## src/rtl/quad_steer_pkg.sv

```systemverilog
// Shared phase constants, phase stepping helpers and direction type for quad_steer_gen.
package quad_steer_pkg;

  localparam int unsigned POS_W = 8;

  localparam logic [1:0] QPH_0 = 2'b00;
  localparam logic [1:0] QPH_1 = 2'b01;
  localparam logic [1:0] QPH_2 = 2'b11;
  localparam logic [1:0] QPH_3 = 2'b10;

  typedef enum logic [1:0] {
    IDLE = 2'd0,
    INC  = 2'd1,
    DEC  = 2'd2
  } dir_e;

  // Next {A,B} in the increment direction: 00 -> 01 -> 11 -> 10 -> 00.
  function automatic logic [1:0] phase_inc(input logic [1:0] ph);
    case (ph)
      QPH_0:   phase_inc = QPH_1;
      QPH_1:   phase_inc = QPH_2;
      QPH_2:   phase_inc = QPH_3;
      default: phase_inc = QPH_0;
    endcase
  endfunction

  // Next {A,B} in the decrement direction: reverse of phase_inc.
  function automatic logic [1:0] phase_dec(input logic [1:0] ph);
    case (ph)
      QPH_0:   phase_dec = QPH_3;
      QPH_3:   phase_dec = QPH_2;
      QPH_2:   phase_dec = QPH_1;
      default: phase_dec = QPH_0;
    endcase
  endfunction

endpackage

```

## src/rtl/quad_steer_channel.sv

```systemverilog
// One steering channel: step divider, quadrature phase, position counter,
// external encoder synchroniser and auto-select of the output source.
// Optional paddle tracking is compiled in with QUAD_STEER_PADDLE_EN.
module quad_steer_channel
  import quad_steer_pkg::*;
#(
  parameter int unsigned DIV_W = 16
) (
  input  logic             clk_sys,
  input  logic             reset,
  input  logic [DIV_W-1:0] clkdiv,
  input  logic             left,
  input  logic             right,
  input  logic             paddle_mode,
  input  logic [POS_W-1:0] paddle,
  input  logic             ext_a,
  input  logic             ext_b,
  output logic             enc_a,
  output logic             enc_b,
  output logic             ext_active,
  output logic [POS_W-1:0] pos
);

  logic [1:0]       sync1, sync2, hist;
  logic [1:0]       phase, phase_n;
  logic [POS_W-1:0] pos_n;
  logic [DIV_W-1:0] divcnt, divcnt_n;
  logic             ext_active_n;
  logic [1:0]       enc_n;
  logic             step;
  logic             ext_chg;
  dir_e             dir;

  // Direction request: digital left/right, or chase the paddle target.
  always_comb begin
    dir = IDLE;
    case ({right, left})
      2'b10:   dir = INC;
      2'b01:   dir = DEC;
      default: dir = IDLE;
    endcase
`ifdef QUAD_STEER_PADDLE_EN
    if (paddle_mode) begin
      if (pos < paddle)      dir = INC;
      else if (pos > paddle) dir = DEC;
      else                   dir = IDLE;
    end
`endif
  end

`ifndef QUAD_STEER_PADDLE_EN
  // Paddle inputs have no function in the digital-only build.
  logic unused_paddle;
  assign unused_paddle = ^{paddle_mode, paddle};
`endif

  // Divider, step, and output source selection (internal step beats ext change).
  always_comb begin
    step     = 1'b0;
    divcnt_n = divcnt;
    phase_n  = phase;
    pos_n    = pos;
    if (dir == IDLE) begin
      divcnt_n = '0;
    end else if (divcnt == clkdiv) begin
      step     = 1'b1;
      divcnt_n = '0;
      if (dir == INC) begin
        phase_n = phase_inc(phase);
        pos_n   = pos + POS_W'(1);
      end else begin
        phase_n = phase_dec(phase);
        pos_n   = pos - POS_W'(1);
      end
    end else begin
      divcnt_n = divcnt + DIV_W'(1);
    end

    ext_chg = (sync2 != hist);
    if (step)         ext_active_n = 1'b0;
    else if (ext_chg) ext_active_n = 1'b1;
    else              ext_active_n = ext_active;

    enc_n = ext_active_n ? sync2 : phase_n;
  end

  // State and registered outputs.
  always_ff @(posedge clk_sys) begin
    if (reset) begin
      sync1      <= 2'b00;
      sync2      <= 2'b00;
      hist       <= 2'b00;
      phase      <= QPH_0;
      pos        <= '0;
      divcnt     <= '0;
      ext_active <= 1'b0;
      enc_a      <= 1'b0;
      enc_b      <= 1'b0;
    end else begin
      sync1      <= {ext_a, ext_b};
      sync2      <= sync1;
      hist       <= sync2;
      phase      <= phase_n;
      pos        <= pos_n;
      divcnt     <= divcnt_n;
      ext_active <= ext_active_n;
      enc_a      <= enc_n[1];
      enc_b      <= enc_n[0];
    end
  end

endmodule

```

## src/rtl/quad_steer_gen.sv

```systemverilog
// Multi-channel quadrature steering generator; slices buses into channels.
// Paddle tracking is compiled in when QUAD_STEER_PADDLE_EN is defined.
module quad_steer_gen
  import quad_steer_pkg::*;
#(
  parameter int unsigned CHANNELS = 2,
  parameter int unsigned DIV_W    = 16
) (
  input  logic                  clk_sys,
  input  logic                  reset,
  input  logic [DIV_W-1:0]      clkdiv,
  input  logic [CHANNELS-1:0]   left,
  input  logic [CHANNELS-1:0]   right,
  input  logic [CHANNELS-1:0]   paddle_mode,
  input  logic [CHANNELS*8-1:0] paddle,
  input  logic [CHANNELS-1:0]   ext_a,
  input  logic [CHANNELS-1:0]   ext_b,
  output logic [CHANNELS-1:0]   enc_a,
  output logic [CHANNELS-1:0]   enc_b,
  output logic [CHANNELS-1:0]   ext_active,
  output logic [CHANNELS*8-1:0] pos
);

  // One independent channel per steering input.
  for (genvar i = 0; i < int'(CHANNELS); i++) begin : g_ch
    quad_steer_channel #(.DIV_W(DIV_W)) u_ch (
      .clk_sys     (clk_sys),
      .reset       (reset),
      .clkdiv      (clkdiv),
      .left        (left[i]),
      .right       (right[i]),
      .paddle_mode (paddle_mode[i]),
      .paddle      (paddle[8*i +: 8]),
      .ext_a       (ext_a[i]),
      .ext_b       (ext_b[i]),
      .enc_a       (enc_a[i]),
      .enc_b       (enc_b[i]),
      .ext_active  (ext_active[i]),
      .pos         (pos[8*i +: 8])
    );
  end

endmodule

```

## config.mk

```make
export PLATFORM = sky130hd
export DESIGN_NAME = quad_steer_gen
export DESIGN_NICKNAME = d
export VERILOG_FILES = /design/src/rtl/quad_steer_pkg.sv /design/src/rtl/quad_steer_channel.sv /design/src/rtl/quad_steer_gen.sv
export SDC_FILE = /design/constraint.sdc
export NUM_CORES = 1
export LEC_CHECK = 0
export CORE_MARGIN = 4
export CORE_UTILIZATION = 53
export DETAILED_ROUTE_END_ITERATION = 7
export GPL_TIMING_DRIVEN = 0
export PLACE_DENSITY = 0.8
export REMOVE_ABC_BUFFERS = 1
export SLEW_MARGIN = 20
export SYNTH_ARGS = -nofsm -noshare
export SYNTH_HDL_FRONTEND = slang
export SYNTH_SLANG_ARGS = --single-unit
```

## constraint.sdc

```tcl
create_clock -name clk_sys -period 3.1 [get_ports clk_sys]
set_clock_uncertainty 0.05 [all_clocks]
set_input_delay 0.31 -clock clk_sys [delete_from_list [all_inputs] [get_ports clk_sys]]
set_output_delay 0.31 -clock clk_sys [all_outputs]
set_load 0.02 [all_outputs]
```

After elaboration in Yosys (flattened, before gate mapping)
Index checks and enable logic that the tools add are counted. Widths: inputs -> output; s select.

Flip-flop bits (word level): 70. Bits of input ports: 44. Output and inout port bits: 22. Word-level logic and storage cells: 74.

$add $sub $neg: 6. Equality and inequality tests: 16. Multiplexer cells: 24. Bitwise logic cells: 2. Reduce and logical (&&, ||, !) cells: 8.

Operators by type and width (number): $add 16x1->16 const B (2); $eq 16x16->1 (2); $pmux 2 s3 (4); $add 8x1->8 const B (2); $mux 2 (8); $mux 8 (2); $sub 8x1->8 const B (2); $eq 2x1->1 const B (6); $eq 2x2->1 const B (6); $logic_not 2->1 (4); $mux 1 (8); $pmux 2 s2 (2); $reduce_or 3->1 (2); $ne 2x2->1 (2); $reduce_and 2->1 (2); $not 1->1 (2).

Logic depth before layout (Yosys ltp)
Depth after elaboration: 7. Mapped depth: 10. Gate-level depth less buffers: 9.

Cells and area by module
From an unflattened synthesis, not the netlist that was laid out.

Cell total of the unflattened synthesis: 421. Area total of the unflattened synthesis: 3806.2 sq um.

Modules (own cells, without submodules): quad_steer_channel at g_ch[1].u_ch (times used 1, cells an instance 210, area each 1910.6 sq um, sequential area each 700.7 sq um); quad_steer_channel at g_ch[0].u_ch (times used 1, cells an instance 211, area each 1895.6 sq um, sequential area each 700.7 sq um).

Worst setup path before layout
OpenSTA, ideal clock, no wires.

Path kind: input -> register. Start point: in left[1]. End point: reg g_ch[1].u_ch.pos[7]. Library setup time: 82 ps. Data arrival time: 2323 ps. Data required time: 2968 ps. Path slack: 645 ps. Stages: 10. Buffers on the path: 1. Cells stage by stage: inv_1 > ha_1 > clkbuf_1 > inv_1 > ha_1 > a21oi_1 > o2111ai_1 > a2111o_1 > a211o_1 > o2111ai_1.

Cells in the longest elaborated chain, start to end: 5. Elaborated cells between the ends (all ways): 8. Classes of those cells: eq/ne (3); mux (2); bitwise (1); reduce/logical (2).

RTL lines: start: declaration (line quad_steer_gen.sv:12) `input logic [CHANNELS-1:0] left,`; $eq 2x1->1 or $eq 2x2->1 (tied branches) (line quad_steer_channel.sv:37) `case ({right, left})`; $pmux 2 s2 (*) (line quad_steer_channel.sv:37); $logic_not 2->1 (line quad_steer_channel.sv:63) `if (dir == IDLE) begin`; $not 1->1 (no source line); $reduce_and 2->1 (no source line); end signal: assignment (line quad_steer_channel.sv:104) `pos <= pos_n;`; end: declaration (line quad_steer_channel.sv:21) `output logic [POS_W-1:0] pos`.

Every way passes the cells marked *; elsewhere a longest branch is shown, timed or not. A chain may end at the register's enable or synchronous reset.

Final worst setup path
Ends and elaborated chain as after synthesis.

==> out/results.ini <==
[run_status]
status=finished, final reports clean

[floorplan]
fp.dieW_um=93.2
initial_core_util_pct=55.7
io_pins=66
die_area_um2=8680
core_area_um2=6910
die_y_um=93.2
placementRows=30

[power_and_ir_drop]
finalPower_mw=1.82
power_frac_comb_pct=10.2
pwr_density_cell_nw_per_um2=403
swShare_pct=28.3
p_int_mw=1.30
seqPwrFrac_pct=50.7
leakage_nw=1.76
vdd_ir_drop_max_mv=0.242
clkPwrFrac_pct=39.1
power.net_switching_uw=516

[setup_path]
path_cells=clkdlybuf4s50_1, inv_1, ha_1, inv_1, ha_1, a21oi_1, o2111ai_1, a2111o_1, a211o_1, o2111ai_1
cp_max_fo=10
slowest_delay_ps=460
cpLargestDelayFamily=compound AO/OA/AOI/OAI gates
worstReg2RegEnd=g_ch[0].u_ch.divcnt[13]$_SDFF_PP0_
timing.rr.start=g_ch[0].u_ch.divcnt[6]$_SDFF_PP0_
required_ps=3330
regToRegSetupSlack_ps=700
start_kind=input port
cp_num_buf_inv=3
end_kind=register
r2r_cells=5
critical_path_class=in2reg
crit_arrival_ps=2990
slowest_stage=clkdlybuf4s50_1
critPathLaunch=left[1]

[finish]
layout_commonest_cell=dfxtp_1
multi_input_area_um2=2270
nets=535
mostFrequentLayoutCells=70 x dfxtp_1, 56 x xor2_1, 46 x clkdlybuf4s50_1
register_area_um2=1400
antennaDiodeCount=0
layout-drive-gt1-share_pct=6.30
fillers=595
finalInstanceArea_um2=4510
area_growth_pct=17.3

[worst_hold_path]
hp-class=in2reg
holdPathStages=2
min_to=g_ch[1].u_ch.pos[6]$_SDFFE_PP0P_
hold_start=reset

[sta]
clock.fmax_mhz=361
rsz0062_at_grt=no
layout_min_cycle_time_ps=2770
setup_viol=0
max_slew_margin_pct=59.6
slew_viol_final=0
hold_violations=0
min_period_over_period_pct=89.2
worst-slew-pin-transition_ps=604

[clock_tree]
cts_tree=yes
cts_buffer_depth=2
ctsResizeCount=0
cts_hold_buf=0
cts_sinks=70
cts_setup_buffers=0
clkLatencyLatePin_ps=350
cts_buffers=9
root_buffer=clkbuf_8
htree_levels=3
clk_pin_slew_ps=90

[synth]
syn_area_um2=3840
yosysUniqueCellTypes=46
seq_area_frac_synth_pct=36.4
ys.flop_type=dfxtp_1
synth.avg_cell_area_um2=8.88
synthCells=433
ys_ff_latch=70
yosys_warnings=0
synth_edf_count=0
async_flop_share_pct=0

[drt]
viasPerCell=5.51
ant_nets=0
avgRoutedWirePerCell_um=14.3
drt_iter0_drc=152
dr.pass1.iters=4
drc=0
via_count=3152
wl_um=8160

[place]
numPortBuffers=47
dp.final_hpwl_um=5980
postPlaceCellArea_um2=4320
place_congestion=0.856

[global_routing]
grt_use_total_pct=19.3
antenna_found_initial=0
grt_start_max_net_pins=45
grt_pass1_wl_um=13600
overflow=0
grt_pass1_vias=3002

[job]
drv_cap=0

==> worst max-delay path by stage <==
stage | cells past startpoint | to | slack [ps]
3_5_place_dp | 10 | g_ch[1].u_ch.pos[7]$_SDFFE_PP0P_ | -20
4_1_cts | 10 | g_ch[1].u_ch.pos[7]$_SDFFE_PP0P_ | 350
5_1_grt | 10 | g_ch[0].u_ch.pos[7]$_SDFFE_PP0P_ | 180
3_3_place_gp | 10 | g_ch[1].u_ch.pos[7]$_SDFFE_PP0P_ | 60
2_1_floorplan | 9 | g_ch[1].u_ch.pos[7]$_SDFFE_PP0P_ | 740
6_report | 10 | g_ch[1].u_ch.pos[7]$_SDFFE_PP0P_ | 330
==> flip-flops by register name, summed over array words and instances (netlist names) <==
signal / count
g_ch.u_ch.hist: 4
g_ch.u_ch.phase: 4
g_ch.u_ch.divcnt: 32
g_ch.u_ch.ext_active: 2
g_ch.u_ch.enc_b: 2
g_ch.u_ch.sync2: 4
g_ch.u_ch.sync1: 4
g_ch.u_ch.pos: 16
g_ch.u_ch.enc_a: 2
==> cell type report <==
class | count | share of cell area (%)
multi-input combinational | 330 | 50.3
sequential | 70 | 31.1
timing repair buffer | 48 | 10.8
clock buffer | 9 | 2.75
tap | 96 | 2.66
clock inverter | 7 | 1.44
inverter | 12 | 0.998
==> cell families (layout without fill, tap and decap cells) <==
| logic type | Yosys count | count (layout) | share of synthesized area (%) |
|---|---|---|---|
| and+or+nand+nor | 163 | 163 | 22.6 |
| xor gates and xnor gates | 74 | 74 | 16.9 |
| DFF | 70 | 70 | 36.4 |
| AOI/OAI and AO/OA | 67 | 67 | 11.1 |
| buffers and inverters | 33 | 76 | 4.49 |
| adders and majority gates | 20 | 20 | 6.90 |
| muxes | 6 | 6 | 1.63 |
==> power by group through the flow <==
| stage | logic, mW | clock network, mW | registers, mW |
|---|---|---|---|
| floorplan | 0.0984 | 0 | 0.946 |
| global placement | 0.178 | 0 | 0.943 |
| detailed placement | 0.186 | 0 | 0.944 |
| CTS | 0.187 | 0.725 | 0.923 |
| global route | 0.205 | 0.758 | 0.924 |
| finish | 0.186 | 0.712 | 0.922 |
==> stage by stage <==
stage                     hold slack (ps)  utilization (%)  setup TNS (ps)  cells  setup slack [ps]
after global routing                  167             65.3               0    572               182
after global placement                372             62.4               0    555              55.8
after CTS                             160             65.3               0    572               353
after detailed placement              377             62.6           -23.2    556             -23.2
final                                 172             65.3               0    572               333
after floorplan                       329                -               0    412               737
==> per-layer routing <==
layer | wire length (um) | GRT usage, %
met5 | 0 | 0
met4 | 80 | 6.23
met3 | 272 | 3.46
met2 | 4130 | 33.3
met1 | 3670 | 24.4
==> Yosys cell counts, types with 2 or more instances <==
library cell | instances | area [um^2]
nand2b_1 | 2 | 12.5
nand3_1 | 25 | 125
o2111ai_1 | 6 | 52.6
mux2_2 | 2 | 22.5
and3_1 | 6 | 37.5
dfxtp_1 | 70 | 1400
mux2i_1 | 4 | 40.0
clkbuf_1 | 6 | 22.5
buf_4 | 8 | 60.1
ha_1 | 18 | 225
nor3_1 | 22 | 110
nor2b_1 | 14 | 87.6
nand2_1 | 21 | 78.8
nor4_1 | 3 | 18.8
and2_1 | 4 | 25.0
a211oi_1 | 4 | 30.0
nor2_1 | 41 | 154
o21ai_0 | 16 | 80.1
or3_1 | 2 | 12.5
a31oi_1 | 3 | 18.8
nand4_1 | 7 | 43.8
buf_2 | 4 | 20.0
inv_1 | 11 | 41.3
xor2_1 | 56 | 490
nor3b_1 | 2 | 15.0
nor4_2 | 6 | 75.1
and4_1 | 4 | 35.0
fa_1 | 2 | 40.0
a21o_1 | 2 | 15.0
a211o_1 | 6 | 52.6
a21oi_1 | 22 | 110
xnor2_1 | 18 | 158
o21bai_1 | 3 | 22.5
==> worst reg2reg max path: stages (launching register included) <==
cell     delay, ps
dfxtp_1        380
xor2_1         180
nor4_1         370
nand4_1        560
nand2_1        630
nor2_1         100
Note: power is estimated with default switching activity, not from simulation.
